<file path="src/rtl/mux8way_pkt_arbiter_pkg.sv">
// Shared constants, FSM state encoding and helpers for the 8-way packet arbiter.
// Imported by the interface, the round-robin picker and the top level.
`ifndef MUX8WAY_PKT_ARBITER_PKG_SV
`define MUX8WAY_PKT_ARBITER_PKG_SV

package mux8way_pkt_arbiter_pkg;

    localparam int N_CH   = 8;
    localparam int SEL_W  = 3;
    localparam int WORD_W = 16;

    typedef enum logic {
        ST_IDLE   = 1'b0,
        ST_LOCKED = 1'b1
    } arb_state_e;

    function automatic logic [N_CH-1:0] onehot8(input logic [SEL_W-1:0] idx);
        return N_CH'(1) << idx;
    endfunction

endpackage

`endif

</file>
<file path="src/rtl/mux8way_pkt_arbiter_if.sv">
// Bundle of the eight producer channels and the single consumer channel.
// The arbiter uses the slave view; the producer/consumer side uses master.
interface mux8way_pkt_arbiter_if #(
    parameter int WIDTH = mux8way_pkt_arbiter_pkg::WORD_W
);
    import mux8way_pkt_arbiter_pkg::*;

    logic [N_CH-1:0]       in_valid;
    logic [N_CH-1:0]       in_last;
    logic [N_CH*WIDTH-1:0] in_data;
    logic [N_CH-1:0]       in_ready;
    logic                  out_valid;
    logic                  out_ready;
    logic                  out_last;
    logic [WIDTH-1:0]      out_data;
    logic [SEL_W-1:0]      out_sel;

    modport slave (
        input  in_valid, in_last, in_data, out_ready,
        output in_ready, out_valid, out_last, out_data, out_sel
    );

    modport master (
        output in_valid, in_last, in_data, out_ready,
        input  in_ready, out_valid, out_last, out_data, out_sel
    );

endinterface

</file>
<file path="src/rtl/mux8way_pkt_arbiter_rr_pick8.sv">
// Combinational round-robin picker: first requester after ptr_i, wrapping mod 8.
// Rotates the request vector, priority-encodes the lowest bit, rotates back.
module mux8way_pkt_arbiter_rr_pick8
    import mux8way_pkt_arbiter_pkg::*;
(
    input  logic [N_CH-1:0]  req_i,
    input  logic [SEL_W-1:0] ptr_i,
    output logic [N_CH-1:0]  grant_o,
    output logic [SEL_W-1:0] idx_o
);

    logic [SEL_W-1:0]  start;
    logic [2*N_CH-1:0] dbl;
    logic [N_CH-1:0]   rot;
    logic [SEL_W-1:0]  off;
    logic              any;

    assign start = ptr_i + SEL_W'(1);

    // Bit i of rot is the request of channel (start + i) mod 8.
    always_comb begin
        dbl = {req_i, req_i} >> start;
        rot = dbl[N_CH-1:0];
        off = '0;
        any = 1'b0;
        for (int i = N_CH - 1; i >= 0; i--) begin
            if (rot[i]) begin
                off = SEL_W'(i);
                any = 1'b1;
            end
        end
        idx_o   = start + off;
        grant_o = any ? onehot8(idx_o) : '0;
    end

endmodule

</file>
<file path="src/rtl/mux8way_pkt_arbiter.sv">
// Merges eight valid/ready channels into one registered output channel using
// round-robin arbitration that stays locked on a channel until its last beat.
module mux8way_pkt_arbiter
    import mux8way_pkt_arbiter_pkg::*;
#(
    parameter int WIDTH = WORD_W,
    parameter int N     = N_CH
) (
    input  logic                  clk,
    input  logic                  reset,
    mux8way_pkt_arbiter_if.slave  bus
);

    arb_state_e       state_q;
    logic [SEL_W-1:0] cur_q;
    logic [SEL_W-1:0] rr_q;

    logic             out_valid_q;
    logic             out_last_q;
    logic [WIDTH-1:0] out_data_q;
    logic [SEL_W-1:0] out_sel_q;

    logic [N-1:0]     pick_grant;
    logic [SEL_W-1:0] pick_idx;
    logic [N-1:0]     grant;
    logic [N-1:0]     ready;
    logic [SEL_W-1:0] sel;
    logic [WIDTH-1:0] sel_data;
    logic             sel_last;
    logic             load;
    logic             xfer;

    mux8way_pkt_arbiter_rr_pick8 u_pick (
        .req_i   (bus.in_valid),
        .ptr_i   (rr_q),
        .grant_o (pick_grant),
        .idx_o   (pick_idx)
    );

    // The output register can take a new beat when empty or draining this cycle.
    assign load = ~out_valid_q | bus.out_ready;

    // While locked, only the owning channel may be granted; a gap there is a bubble.
    always_comb begin
        grant = '0;
        sel   = pick_idx;
        if (state_q == ST_IDLE) begin
            grant = pick_grant;
        end else begin
            sel = cur_q;
            if (bus.in_valid[cur_q]) begin
                grant = onehot8(cur_q);
            end
        end
    end

    assign ready    = load ? grant : '0;
    assign xfer     = |ready;
    assign sel_data = bus.in_data[sel*WIDTH +: WIDTH];
    assign sel_last = bus.in_last[sel];

    always_ff @(posedge clk or posedge reset) begin
        if (reset) begin
            state_q     <= ST_IDLE;
            cur_q       <= '0;
            rr_q        <= SEL_W'(N - 1);
            out_valid_q <= 1'b0;
            out_last_q  <= 1'b0;
            out_data_q  <= '0;
            out_sel_q   <= '0;
        end else if (xfer) begin
            out_valid_q <= 1'b1;
            out_last_q  <= sel_last;
            out_data_q  <= sel_data;
            out_sel_q   <= sel;
            // Pointer advances only when a packet closes, so fairness is per packet.
            if (sel_last) begin
                state_q <= ST_IDLE;
                rr_q    <= sel;
            end else begin
                state_q <= ST_LOCKED;
                cur_q   <= sel;
            end
        end else if (bus.out_ready) begin
            out_valid_q <= 1'b0;
        end
    end

    assign bus.in_ready  = ready;
    assign bus.out_valid = out_valid_q;
    assign bus.out_last  = out_last_q;
    assign bus.out_data  = out_data_q;
    assign bus.out_sel   = out_sel_q;

endmodule

</file>
<file path="src/flat_wrapper.sv">
// flat-port wrapper written by rule: the top's interface ports become plain ports
module mux8way_pkt_arbiter_flat import mux8way_pkt_arbiter_pkg::*;
#(
    parameter int WIDTH = WORD_W,
    parameter int N     = N_CH
)
  (clk, reset, bus_in_valid, bus_in_last, bus_in_data, bus_out_ready, bus_in_ready, bus_out_valid, bus_out_last, bus_out_data, bus_out_sel);
  mux8way_pkt_arbiter_if #(.WIDTH(WIDTH)) bus_i ();
  input  logic clk;
  input  logic reset;
  input wire logic [$bits(bus_i.in_valid)-1:0] bus_in_valid;
  input wire logic [$bits(bus_i.in_last)-1:0] bus_in_last;
  input wire logic [$bits(bus_i.in_data)-1:0] bus_in_data;
  input wire logic [$bits(bus_i.out_ready)-1:0] bus_out_ready;
  output wire logic [$bits(bus_i.in_ready)-1:0] bus_in_ready;
  output wire logic [$bits(bus_i.out_valid)-1:0] bus_out_valid;
  output wire logic [$bits(bus_i.out_last)-1:0] bus_out_last;
  output wire logic [$bits(bus_i.out_data)-1:0] bus_out_data;
  output wire logic [$bits(bus_i.out_sel)-1:0] bus_out_sel;
  assign bus_i.in_valid = bus_in_valid;
  assign bus_i.in_last = bus_in_last;
  assign bus_i.in_data = bus_in_data;
  assign bus_i.out_ready = bus_out_ready;
  assign bus_in_ready = bus_i.in_ready;
  assign bus_out_valid = bus_i.out_valid;
  assign bus_out_last = bus_i.out_last;
  assign bus_out_data = bus_i.out_data;
  assign bus_out_sel = bus_i.out_sel;
  mux8way_pkt_arbiter #(.WIDTH(WIDTH), .N(N)) u_core (.clk(clk), .reset(reset), .bus(bus_i));
endmodule
</file>
<file path="config.mk">
export PLATFORM = sky130hd
export DESIGN_NAME = mux8way_pkt_arbiter_flat
export DESIGN_NICKNAME = d
export VERILOG_FILES = /design/src/rtl/mux8way_pkt_arbiter_pkg.sv /design/src/rtl/mux8way_pkt_arbiter_if.sv /design/src/rtl/mux8way_pkt_arbiter_rr_pick8.sv /design/src/rtl/mux8way_pkt_arbiter.sv /design/src/flat_wrapper.sv
export SDC_FILE = /design/constraint.sdc
export NUM_CORES = 1
export LEC_CHECK = 0
export ABC_AREA = 1
export BUFFER_PORTS_ARGS = -buffer_cell sky130_fd_sc_hd__buf_4
export CORE_MARGIN = 3
export CORE_UTILIZATION = 40
export CTS_CLUSTER_DIAMETER = 80
export DETAILED_ROUTE_END_ITERATION = 10
export MAX_ROUTING_LAYER = met4
export PLACE_DENSITY = 0.73
export SETUP_SLACK_MARGIN = 0.4
export SLEW_MARGIN = 10
export SYNTH_ARGS = -nofsm -noshare
export SYNTH_HDL_FRONTEND = slang
export SYNTH_SLANG_ARGS = --single-unit
export TNS_END_PERCENT = 20
</file>
<file path="constraint.sdc">
create_clock -name clk -period 10.7 [get_ports clk]
set_input_delay 1.07 -clock clk [delete_from_list [all_inputs] [get_ports clk]]
set_output_delay 1.07 -clock clk [all_outputs]
set_load 0.01 [all_outputs]
</file>
==> reports/metrics.cfg <==
[clock_tree]
clockBufferDepth=2
ctsHoldBuffers=0
path_clk_slew_ps=90
htree_num_levels=1
clk_latency_ps=270
ctsRootBufferMaster=clkbuf_8
cts_buffers=3
post_cts_buffers=0
cts_sinks=28
cts_tree=yes
cts-resized-gates=0

[drt]
vias=4232
dr.pass1.iters=4
drt_iter0_drc=220
avgRoutedWirePerCell_um=14.90
drc=0
avgViaCountPerCell=5.303
antenna_left=0
routed_wl_um=11890

[setup_path]
ff2ff_setup_slack_ps=5220
crit_path_end_kind=flop
cpMaxStageDelayCell=inv_2
reg2reg_to=u_core.state_q$_DFFE_PP0P_
rr_worst_depth=22
crit_path_max_fanout=71
cpPeakStageDelay_ps=1050
critPathKind=flop to flop
arrival_ps=5610
critPathRequiredTime_ps=10830
path_cells=ha_1 -> inv_2 -> nand3_1 -> nand2_1 -> nand2_1 -> nand2_1 -> a21oi_1 -> o21ai_0 -> nand2_1 -> a21boi_0 -> ha_1 -> inv_1 -> nand2_1 -> nand2_2 -> inv_2 -> a21oi_1 -> a32oi_1 -> inv_1 -> o21ai_1 -> inv_1 -> nand2_1 -> o21ai_0
crit_buf_inv=5
cp_common_cell=nand2_1
crit_path_start_kind=flop
crit_family=buffers and inverters
crit_cells=22
worstSetupStartpoint=u_core.rr_q[0]$_DFFE_PP1P_
crit_end=u_core.state_q$_DFFE_PP0P_
rr_startpoint=u_core.rr_q[0]$_DFFE_PP1P_

[synth]
ys_seq_area_share_pct=22.36
async_reset_ff_share_pct=100.0
postSynthAreaPerCell_um2=5.697
netlist_top_cells_area=dfrtp_1, nand2_1, o21ai_0, nor2_1, nand3_1
yosys_warnings=0
ys.flop_type=dfrtp_1
yosysUniqueCellTypes=30
yosys.area.top_type_share_pct=19.86
syn-cell-area_um2=3151
synth_seq_cells=28
yosysTopAreaCell=dfrtp_1
synthCells=553
syn-num-nets=703
synth_edf_count=0

[floorplan]
die_h_um=94.75
core-area_um2=7447
rows=31
io_pins=176
fp.dieW_um=94.75
die_area_um2=8978
start_util_pct=42.31

[global_routing]
grt_max_degree=72
grt_pass1_vias=4054
gr-total-overflow=0
grt_usage_pct=25.83
antenna_found_initial=0
grt_pass1_wl_um=18180

[sta]
max_slew_margin_pct=25.92
tightestPinTransition_ps=1107
setup_viol=0
finalMaxSlewViolations=0
clock.fmax_mhz=182.5
finalCritPeriodShare_pct=51.22
period_needed_ps=5480
fin_setup_tns_ps=0
hold_violations=0
rsz0062_at_grt=no
skew_ps=3.133
whs_ps=472.9

[worst_hold_path]
min_from=u_core.rr_q[1]$_DFFE_PP1P_
hp-class=flop to flop

[finish]
syn2layout_area_growth_pct=42.02
stdcell_area_um2=4474
fin_nets=850
drive_above_1_share_pct=30.04
diodes=0
num-fill-cells=782

[placement]
hpwl_um=9332
gp_congestion=0.9105
dpl_cell_area_um2=4419
numPortBuffers=175

[outcome]
status=completed

[run]
cap_viol_max_count=0

-- layer usage --
| metal | vias to the layer above | GRT usage (%) | wire length (um) |
|---|---|---|---|
| met5 | - | - | 0 |
| met4 | 0 | 3.606 | 146 |
| met1 | 1935 | 29.99 | 4771 |
| met2 | 169 | 49.32 | 6356 |
| li1 | 2114 | - | - |
| met3 | 14 | 1.912 | 617 |
-- flip-flops by register name, summed over array words and instances, names as in the netlist --
register	count
u_core.bus.out_data	16
u_core.bus.out_sel	3
u_core.cur_q	3
u_core.rr_q	3
u_core.bus.out_last	1
u_core.bus.out_valid	1
u_core.state_q	1
-- cell type report --
cell class	instances	area [um^2]	share of cell area, %
multi-input cells	444	2088	46.67
repair buffers	176	1321	29.53
flip-flops and latches	28	704.4	15.74
inverters	47	181.4	4.055
well taps	99	123.9	2.768
clock buffers	4	55.05	1.230
-- worst min-delay path by stage --
stage          slack [ps]                          to  cells after the start
3_3_place_gp          460  u_core.rr_q[1]$_DFFE_PP1P_                      2
2_1_floorplan         450  u_core.rr_q[1]$_DFFE_PP1P_                      2
4_1_cts               480  u_core.rr_q[1]$_DFFE_PP1P_                      2
6_report              470  u_core.rr_q[1]$_DFFE_PP1P_                      2
3_5_place_dp          460  u_core.rr_q[1]$_DFFE_PP1P_                      2
5_1_grt               500  u_core.rr_q[1]$_DFFE_PP1P_                      2
-- cells in the mapped netlist, types with 6 or more instances --
master and number:
o21ai_1 13, nand3_2 6, dfrtp_1 25, nor2_1 74, nand2_1 164, a21oi_1 8
o22ai_1 33, buf_6 6, inv_1 40, nand3_1 46, o21ai_0 74, clkbuf_1 22
-- logic make-up (layout without fill, tap and decap cells) --
| group | after synthesis | in the layout | share of synthesized area, % |
|---|---|---|---|
| AND/OR/NAND/NOR | 302 | 302 | 40.11 |
| AO/OA/AOI/OAI | 138 | 138 | 24.27 |
| buffers and inverters | 81 | 227 | 11.56 |
| flip-flops | 28 | 28 | 22.36 |
| adder cells (fa/ha/maj) | 3 | 3 | 1.430 |
| XOR/XNOR | 1 | 1 | 0.2780 |
-- placed cells by master (no fill, tap or decap), drive strengths merged --
master	count
o21ai	92
nor2	79
xnor2	1
fa	1
inv	45
a32oi	1
o22ai	33
buf	176
nand2	167
a21oi	8
a21boi	1
ha	2
clkbuf	4
nand3	52
nand4	4
a22oi	2
dfrtp	25
dfstp	3
o21bai	1
clkinv	2
-- worst register-to-register path: cells and delay by family (launching register included) --
kind | cells | cell delay [ps]
buffers and inverters | 5 | 1560
and+or+nand+nor | 8 | 1270
AOI/OAI and AO/OA | 7 | 1240
adders and majority gates | 2 | 600
DFF | 1 | 680
-- stage by stage --
step	instances	util [%]	setup WS (ps)
2_1_floorplan	553	-	6481
3_3_place_gp	794	59.34	5398
3_5_place_dp	794	59.34	5300
4_1_cts	798	60.08	5275
5_1_grt	798	60.08	4704
6_report	798	60.08	5220
Power is not shown: default switching activity piles up to over one toggle a cycle in this logic, so the estimate is an artifact.
